$ cat src/rtl/note_sprite_fetch.sv
// Per-pixel fetch stage for the note sprites: hit test and ROM address generation,
// then realignment of the ROM data with the hit flag and colour-key transparency.
module note_sprite_fetch #(
    parameter int unsigned SPR_W   = 40,
    parameter int unsigned SPR_H   = 40,
    parameter logic [23:0] KEY_RGB = 24'hFF00FF
) (
    input  logic        Clk,
    input  logic        Reset_n,
    input  logic        frame_start,
    input  logic        note_en,
    input  logic [9:0]  note_x,
    input  logic [9:0]  note_y,
    input  logic [9:0]  DrawX,
    input  logic [9:0]  DrawY,
    output logic [12:0] read_address,
    input  logic [23:0] rom_data,
    output logic        pixel_on,
    output logic [23:0] pixel_rgb
);

    localparam int unsigned XW   = 10;
    localparam int unsigned SW   = 11;
    localparam int unsigned AW   = 13;
    localparam int unsigned RGBW = 24;

    logic [XW-1:0] lat_x;
    logic [XW-1:0] lat_y;
    logic          lat_en;
    logic          hit;
    logic          hit_d1;
    logic          hit_d2;
    logic [XW-1:0] dx;
    logic [XW-1:0] dy;
    logic [AW-1:0] addr;

    // Note position is sampled only on frame_start so a frame never tears
    always_ff @(posedge Clk or negedge Reset_n) begin
        if (!Reset_n) begin
            lat_x  <= '0;
            lat_y  <= '0;
            lat_en <= 1'b0;
        end else if (frame_start) begin
            lat_x  <= note_x;
            lat_y  <= note_y;
            lat_en <= note_en;
        end
    end

    // Stage 0: hit test in 11 bits so the right/bottom bound never wraps
    always_comb begin
        hit = lat_en
            && (SW'(DrawX) >= SW'(lat_x))
            && (SW'(DrawX) <  SW'(lat_x) + SW'(SPR_W))
            && (SW'(DrawY) >= SW'(lat_y))
            && (SW'(DrawY) <  SW'(lat_y) + SW'(SPR_H));
        dx   = DrawX - lat_x;
        dy   = DrawY - lat_y;
        addr = '0;
        if (hit) begin
            addr = AW'(AW'(dy) * AW'(SPR_W)) + AW'(dx);
        end
    end

    // Stage 1 presents the address; stage 2 lines the hit up with the ROM's registered data
    always_ff @(posedge Clk or negedge Reset_n) begin
        if (!Reset_n) begin
            read_address <= '0;
            hit_d1       <= 1'b0;
            hit_d2       <= 1'b0;
        end else begin
            read_address <= addr;
            hit_d1       <= hit;
            hit_d2       <= hit_d1;
        end
    end

    always_comb begin
        pixel_on  = hit_d2 && (rom_data != KEY_RGB);
        pixel_rgb = pixel_on ? rom_data : RGBW'(0);
    end

endmodule

$ cat config.mk
export PLATFORM = sky130hd
export DESIGN_NAME = note_sprite_fetch
export DESIGN_NICKNAME = d
export VERILOG_FILES = /design/src/rtl/note_sprite_fetch.sv
export SDC_FILE = /design/constraint.sdc
export NUM_CORES = 1
export LEC_CHECK = 0
export ABC_AREA = 1
export BUFFER_PORTS_ARGS = -buffer_cell sky130_fd_sc_hd__buf_2
export CORE_ASPECT_RATIO = 0.8
export CORE_MARGIN = 2
export CORE_UTILIZATION = 49
export DETAILED_ROUTE_END_ITERATION = 16
export PLACE_DENSITY_LB_ADDON = 0.12
export RECOVER_POWER = 25
export SYNTH_ARGS = -nofsm -noshare
export SYNTH_HDL_FRONTEND = slang
export SYNTH_SLANG_ARGS = --single-unit
export TNS_END_PERCENT = 100
$ cat constraint.sdc
create_clock -name Clk -period 3.2 [get_ports Clk]
set_input_delay 0.48 -clock Clk [delete_from_list [all_inputs] [get_ports Clk]]
set_output_delay 0.48 -clock Clk [all_outputs]
set_load 0.02 [all_outputs]
=== After elaboration in Yosys (flattened, before gate mapping) ===
Index checks and enable logic that the tools add are counted.

* Bits in latches: 0
* Bits of input ports: 68
* Output and inout port bits: 38
* Logic and storage cells: 24
* Memory bits (writable): 0
* Memories: 0
* Flip-flop bits (word level): 36
* ROM bits: 0

* Muxes and demuxes: 2
* $add $sub $neg: 5
* Reductions and logical operators: 5
* $mul: 1
* Order comparisons: 4
* Shifts and indexed selects: 0
* Div/mod/pow operators: 0
* Bitwise operators: 0
* Equal/unequal tests: 1

{| class="wikitable"
|+ Operators with widths
! cell !! count
|-
| 2-to-1 mux 24 bit || 1
|-
| != test 24 bit, second input constant || 1
|-
| adder 10 x 6 -> 11 bit, second input constant || 2
|-
| < comparator 10 x 11 -> 1 bit || 2
|-
| greater-or-equal comparator 10 bit || 2
|-
| subtractor 10 bit || 2
|-
| adder 13 x 10 -> 13 bit || 1
|-
| 2-to-1 mux 13 bit || 1
|-
| multiplier 10 x 3 -> 10 bit, second input constant || 1
|-
| logical AND 1 bit || 5
|}

=== Depth between registers and ports, before layout ===
* Depth after elaboration: 6
* Gate-level depth with buffers: 24
* Mapped depth without buffers: 24

=== Worst setup path before layout ===
No wires, ideal clock.

* Path type: input port to flip-flop
* From: input port DrawY[2]
* To: register read_address[12]
* Path slack: -438 ps
* Data required time: 3081 ps
* Arrival: 3519 ps
* Stages: 23
* Cell sequence: ha_1 > nand2_1 > nand2_1 > inv_2 > nand2_1 > a21oi_1 > xnor2_1 > ha_1 > ha_1 > a21o_1 > a31oi_1 > xor2_1 > inv_1 > ha_1 > nand2_1 > nor2_1 > nand2_1 > o211ai_1 > nand2_1 > nor2_1 > nand3_1 > nand2_1 > nor2_1

* Longest elaborated chain between the ends: 4

{| class="wikitable"
|+ RTL lines
! what !! line !! RTL
|-
| from (decl) || 15 || <nowiki>input logic [9:0] DrawY,</nowiki>
|-
| subtractor 10 bit / greater-or-equal comparator 10 bit (equally long branches) || 58, 55 ||
|-
| multiplier 10 x 3 -> 10 bit / logical AND 1 bit (equally long branches) || 61, 55 ||
|-
| adder 13 x 10 -> 13 bit / logical AND 1 bit (equally long branches) || 61, 56 ||
|-
| 2-to-1 mux 13 bit (*) || 60 || <nowiki>if (hit) begin</nowiki>
|-
| net addr[12] || 35 || <nowiki>logic [AW-1:0] addr;</nowiki>
|-
| to (signal assigned) || 72 || <nowiki>read_address <= addr;</nowiki>
|-
| to (decl) || 16 || <nowiki>output logic [12:0] read_address,</nowiki>
|}

Mark *: on every way through the listed nets, which the timed path passes. The rest lies on a longest branch.
A chain may end at the register's enable or synchronous reset.

=== Worst setup path after layout ===
* From: register lat_y[2]
* To: register read_address[12]

* Longest elaborated chain between the ends: 4

{| class="wikitable"
|+ RTL lines
! what !! line !! RTL
|-
| from (decl) || 28 || <nowiki>logic [XW-1:0] lat_y;</nowiki>
|-
| from (signal assigned) || 45 || <nowiki>lat_y <= note_y;</nowiki>
|-
| subtractor 10 bit, or another cell as far along || 58 || <nowiki>dy = DrawY - lat_y;</nowiki>
|-
| multiplier 10 x 3 -> 10 bit, or another cell as far along || 61 || <nowiki>addr = AW'(AW'(dy) * AW'(SPR_W)) + AW'(dx);</nowiki>
|-
| adder 13 x 10 -> 13 bit / logical AND 1 bit (equally long branches) || 61, 56 ||
|-
| 2-to-1 mux 13 bit (*) || 60 ||
|-
| net addr[12] || 35 ||
|}

Marks and branches as above.

==> metrics.yaml <==
outcome: "finished, violations left"
reg2regPathDepth: 29
portBuffers: 105
n_antenna_cell: 0
die_height_um: 83.2
num_rows: 28
core-area_mm2: 0.00750
dpl_worst_slack_ps: -628
min_period_ps: 3520
maxClockFrequency_ghz: 0.284
setup_viol: 4
critPathArrivalTime_ps: 3720
ant_nets: 0
die_x_um: 103
placed_cell_area_mm2: 0.00497
yosysWarnings: 0
min_path_type: "reg2reg"
crit_fanout: 3
slowest_stage: "dfrtp_1"
synth_nets: 659
irDropWorstVdd_v: 0.000384
routedWlPerCell_um: 12.1
failed_checks: "max-capacitance violations, max-slew violations, negative setup slack"
period_share_pct: 110
grt.total_usage_pct: 23.5
clk_pin_slew_ps: 90
r2r-start: "lat_y[2]"
grt_pass1_vias: 3904
numCtsBuffers: 5
totalPowerFinal_mw: 3.57
synth_area_mm2: 0.00384
layout-drive-gt1-share_pct: 38.5
fin_area_mm2: 0.00545
setup_slack_ps: -320
tightestPinTransition_ps: 1950
p_per_area_mw_per_mm2: 655
fin_util_pct: 72.6
startpoint: "lat_y[2]"
dr.pass1.iters: 4
dp_hpwl_um: 7740
syn_avg_cell_area_um2: 7.20
worstSkewPairLatency_ps: 290
grt_pass1_wl_um: 16500
die_area_mm2: 0.00856
gp_congestion: 0.833
synthFlopType: "dfrtp_1"
drt-initial-drc-count: 148
synth-edff-count: 0
hp-start: "hit_d1"
grt_max_degree: 40
start_util_pct: 51.2
grt.overflow.total: 0
cts_tree: "built"
hold_viol_final: 0
cp-start-kind: "register"
syn_to_final_growth_pct: 41.9
nNetsFinal: 837
h-tree-depth: 2
slew-limit-headroom_pct: -29.7
drcViolationCount: 0
crit_required_ps: 3400
io_pins: 106
maxCapViolCount: 1
skew_ps: 5.39
root_buffer: "clkbuf_8"
max_stage_delay_ps: 380
synthCells: 533
fin_tns_setup_ps: -872
path_class: "reg2reg"
rsz0062_at_grt: "true"
seq_area_frac_synth_pct: 23.5
cts_sinks: 36
crit_path_frequent_cell: "buf_4"
grt_antenna_before_repair: 0
reg2reg_setup_slack_ps: -320
drv_slew: 37
ys_ff_latch: 36
endpoint_kind: "register"
async_flop_share_pct: 100
ctsHoldBuffers: 0
num_vias: 3954
synth_cell_types: 38
hold_depth: 0
clockBufferDepth: 2
viasPerCell: 4.84
wirelength_um: 9880
p_leak_nw: 3.04
final cells by class:
| cell class | instances | area, um2 |
|---|---|---|
| fillers | 629 | 2050 |
| flip-flops and latches | 36 | 901 |
| clock buffers | 5 | 68.8 |
| repair buffers | 178 | 1080 |
| clock inverters | 3 | 42.5 |
| well taps | 105 | 131 |
| multi-input cells | 394 | 2850 |
| inverters | 96 | 375 |
layout by cell type, fill, tap and decap left out, types with 3 or more instances in the layout:
| master | n |
|---|---|
| o21ai_1 | 3 |
| nor2_2 | 3 |
| nand3_2 | 5 |
| inv_1 | 79 |
| nand4_1 | 15 |
| nand2_2 | 19 |
| xnor2_1 | 12 |
| nand3_1 | 22 |
| nor2_1 | 47 |
| buf_4 | 71 |
| ha_1 | 42 |
| inv_2 | 14 |
| nand2_1 | 97 |
| ha_4 | 11 |
| nand2_4 | 3 |
| nor2_4 | 12 |
| nor3_1 | 5 |
| xor2_2 | 3 |
| buf_2 | 104 |
| xor2_1 | 14 |
| a21oi_1 | 21 |
| mux2_2 | 3 |
| o21ai_0 | 25 |
| dfrtp_1 | 36 |
| clkbuf_8 | 5 |
| nor4_1 | 3 |
power breakdown:
| group | internal, mW | switching [mW] |
|---|---|---|
| logic | 1.25 | 1.38 |
| registers | 0.493 | 0.0192 |
| clock network | 0.231 | 0.190 |
worst paths after layout:
kind                                     to
min                                  hit_d2
max in group asynchronous          lat_x[7]
max                        read_address[12]
max reg2reg                read_address[12]
min in group asynchronous            hit_d2
min reg2reg                          hit_d2
Yosys cell counts, drive strengths merged, types with 4 or more instances:
library cell  count  share of area [%]
nand2           119                 12
a21oi            25                3.3
xor2             18                4.1
fa                4                2.1
ha               54                 18
nor2             62                8.4
nor3              6               0.91
xnor2            14                3.2
o21ai            29                3.9
clkbuf            5               0.49
inv              95                9.3
nand3            27                3.8
dfrtp            36                 23
nand4            15                2.4
repair_timing:
| action | 4_1_cts | 5_1_grt |
|---|---|---|
| endpoints found under the setup margin | 5 | 5 |
| pin swaps | 17 | 24 |
| buffers inserted | 17 | 6 |
| gates resized for setup | 9 | 33 |
| endpoints found under the hold margin | 0 | 0 |
cells by family (layout without fill, tap and decap cells):
logic type	count (synthesis)	in the layout	synth area share, %
flip-flops	36	36	23.5
adder cells (fa/ha/maj)	58	58	19.7
AND/OR/NAND/NOR	238	238	29.3
XOR/XNOR	32	32	7.30
AO/OA/AOI/OAI	63	63	8.83
multiplexers	3	3	0.880
buffers and inverters	103	282	10.5
registers in the layout (all words and copies together) (netlist names):
| register | cells |
|---|---|
| hit_d1 | 1 |
| hit_d2 | 1 |
| lat_en | 1 |
| lat_x | 10 |
| lat_y | 10 |
| read_address | 13 |
per-layer routing:
layer	vias to the layer above	GRT usage [%]	part of all wire (%)
li1	2062	-	-
met1	1783	31.1	47
met2	101	40.6	48
met3	8	3.28	4.5
met4	0	4.43	0.88
met5	-	0	0
worst max-delay path: cells and delay by family (launching register included):
family	cells	cell delay, ps
fa+ha+maj	1	210
flops	1	380
simple gates	12	910
buf+inv	16	1910
stage by stage:
stage	instances	hold WS (ps)
4_1_cts	811	313
3_3_place_gp	786	338
6_report	817	356
3_5_place_dp	786	340
2_1_floorplan	533	184
5_1_grt	817	385
Note: power is estimated with default switching activity, not from simulation.
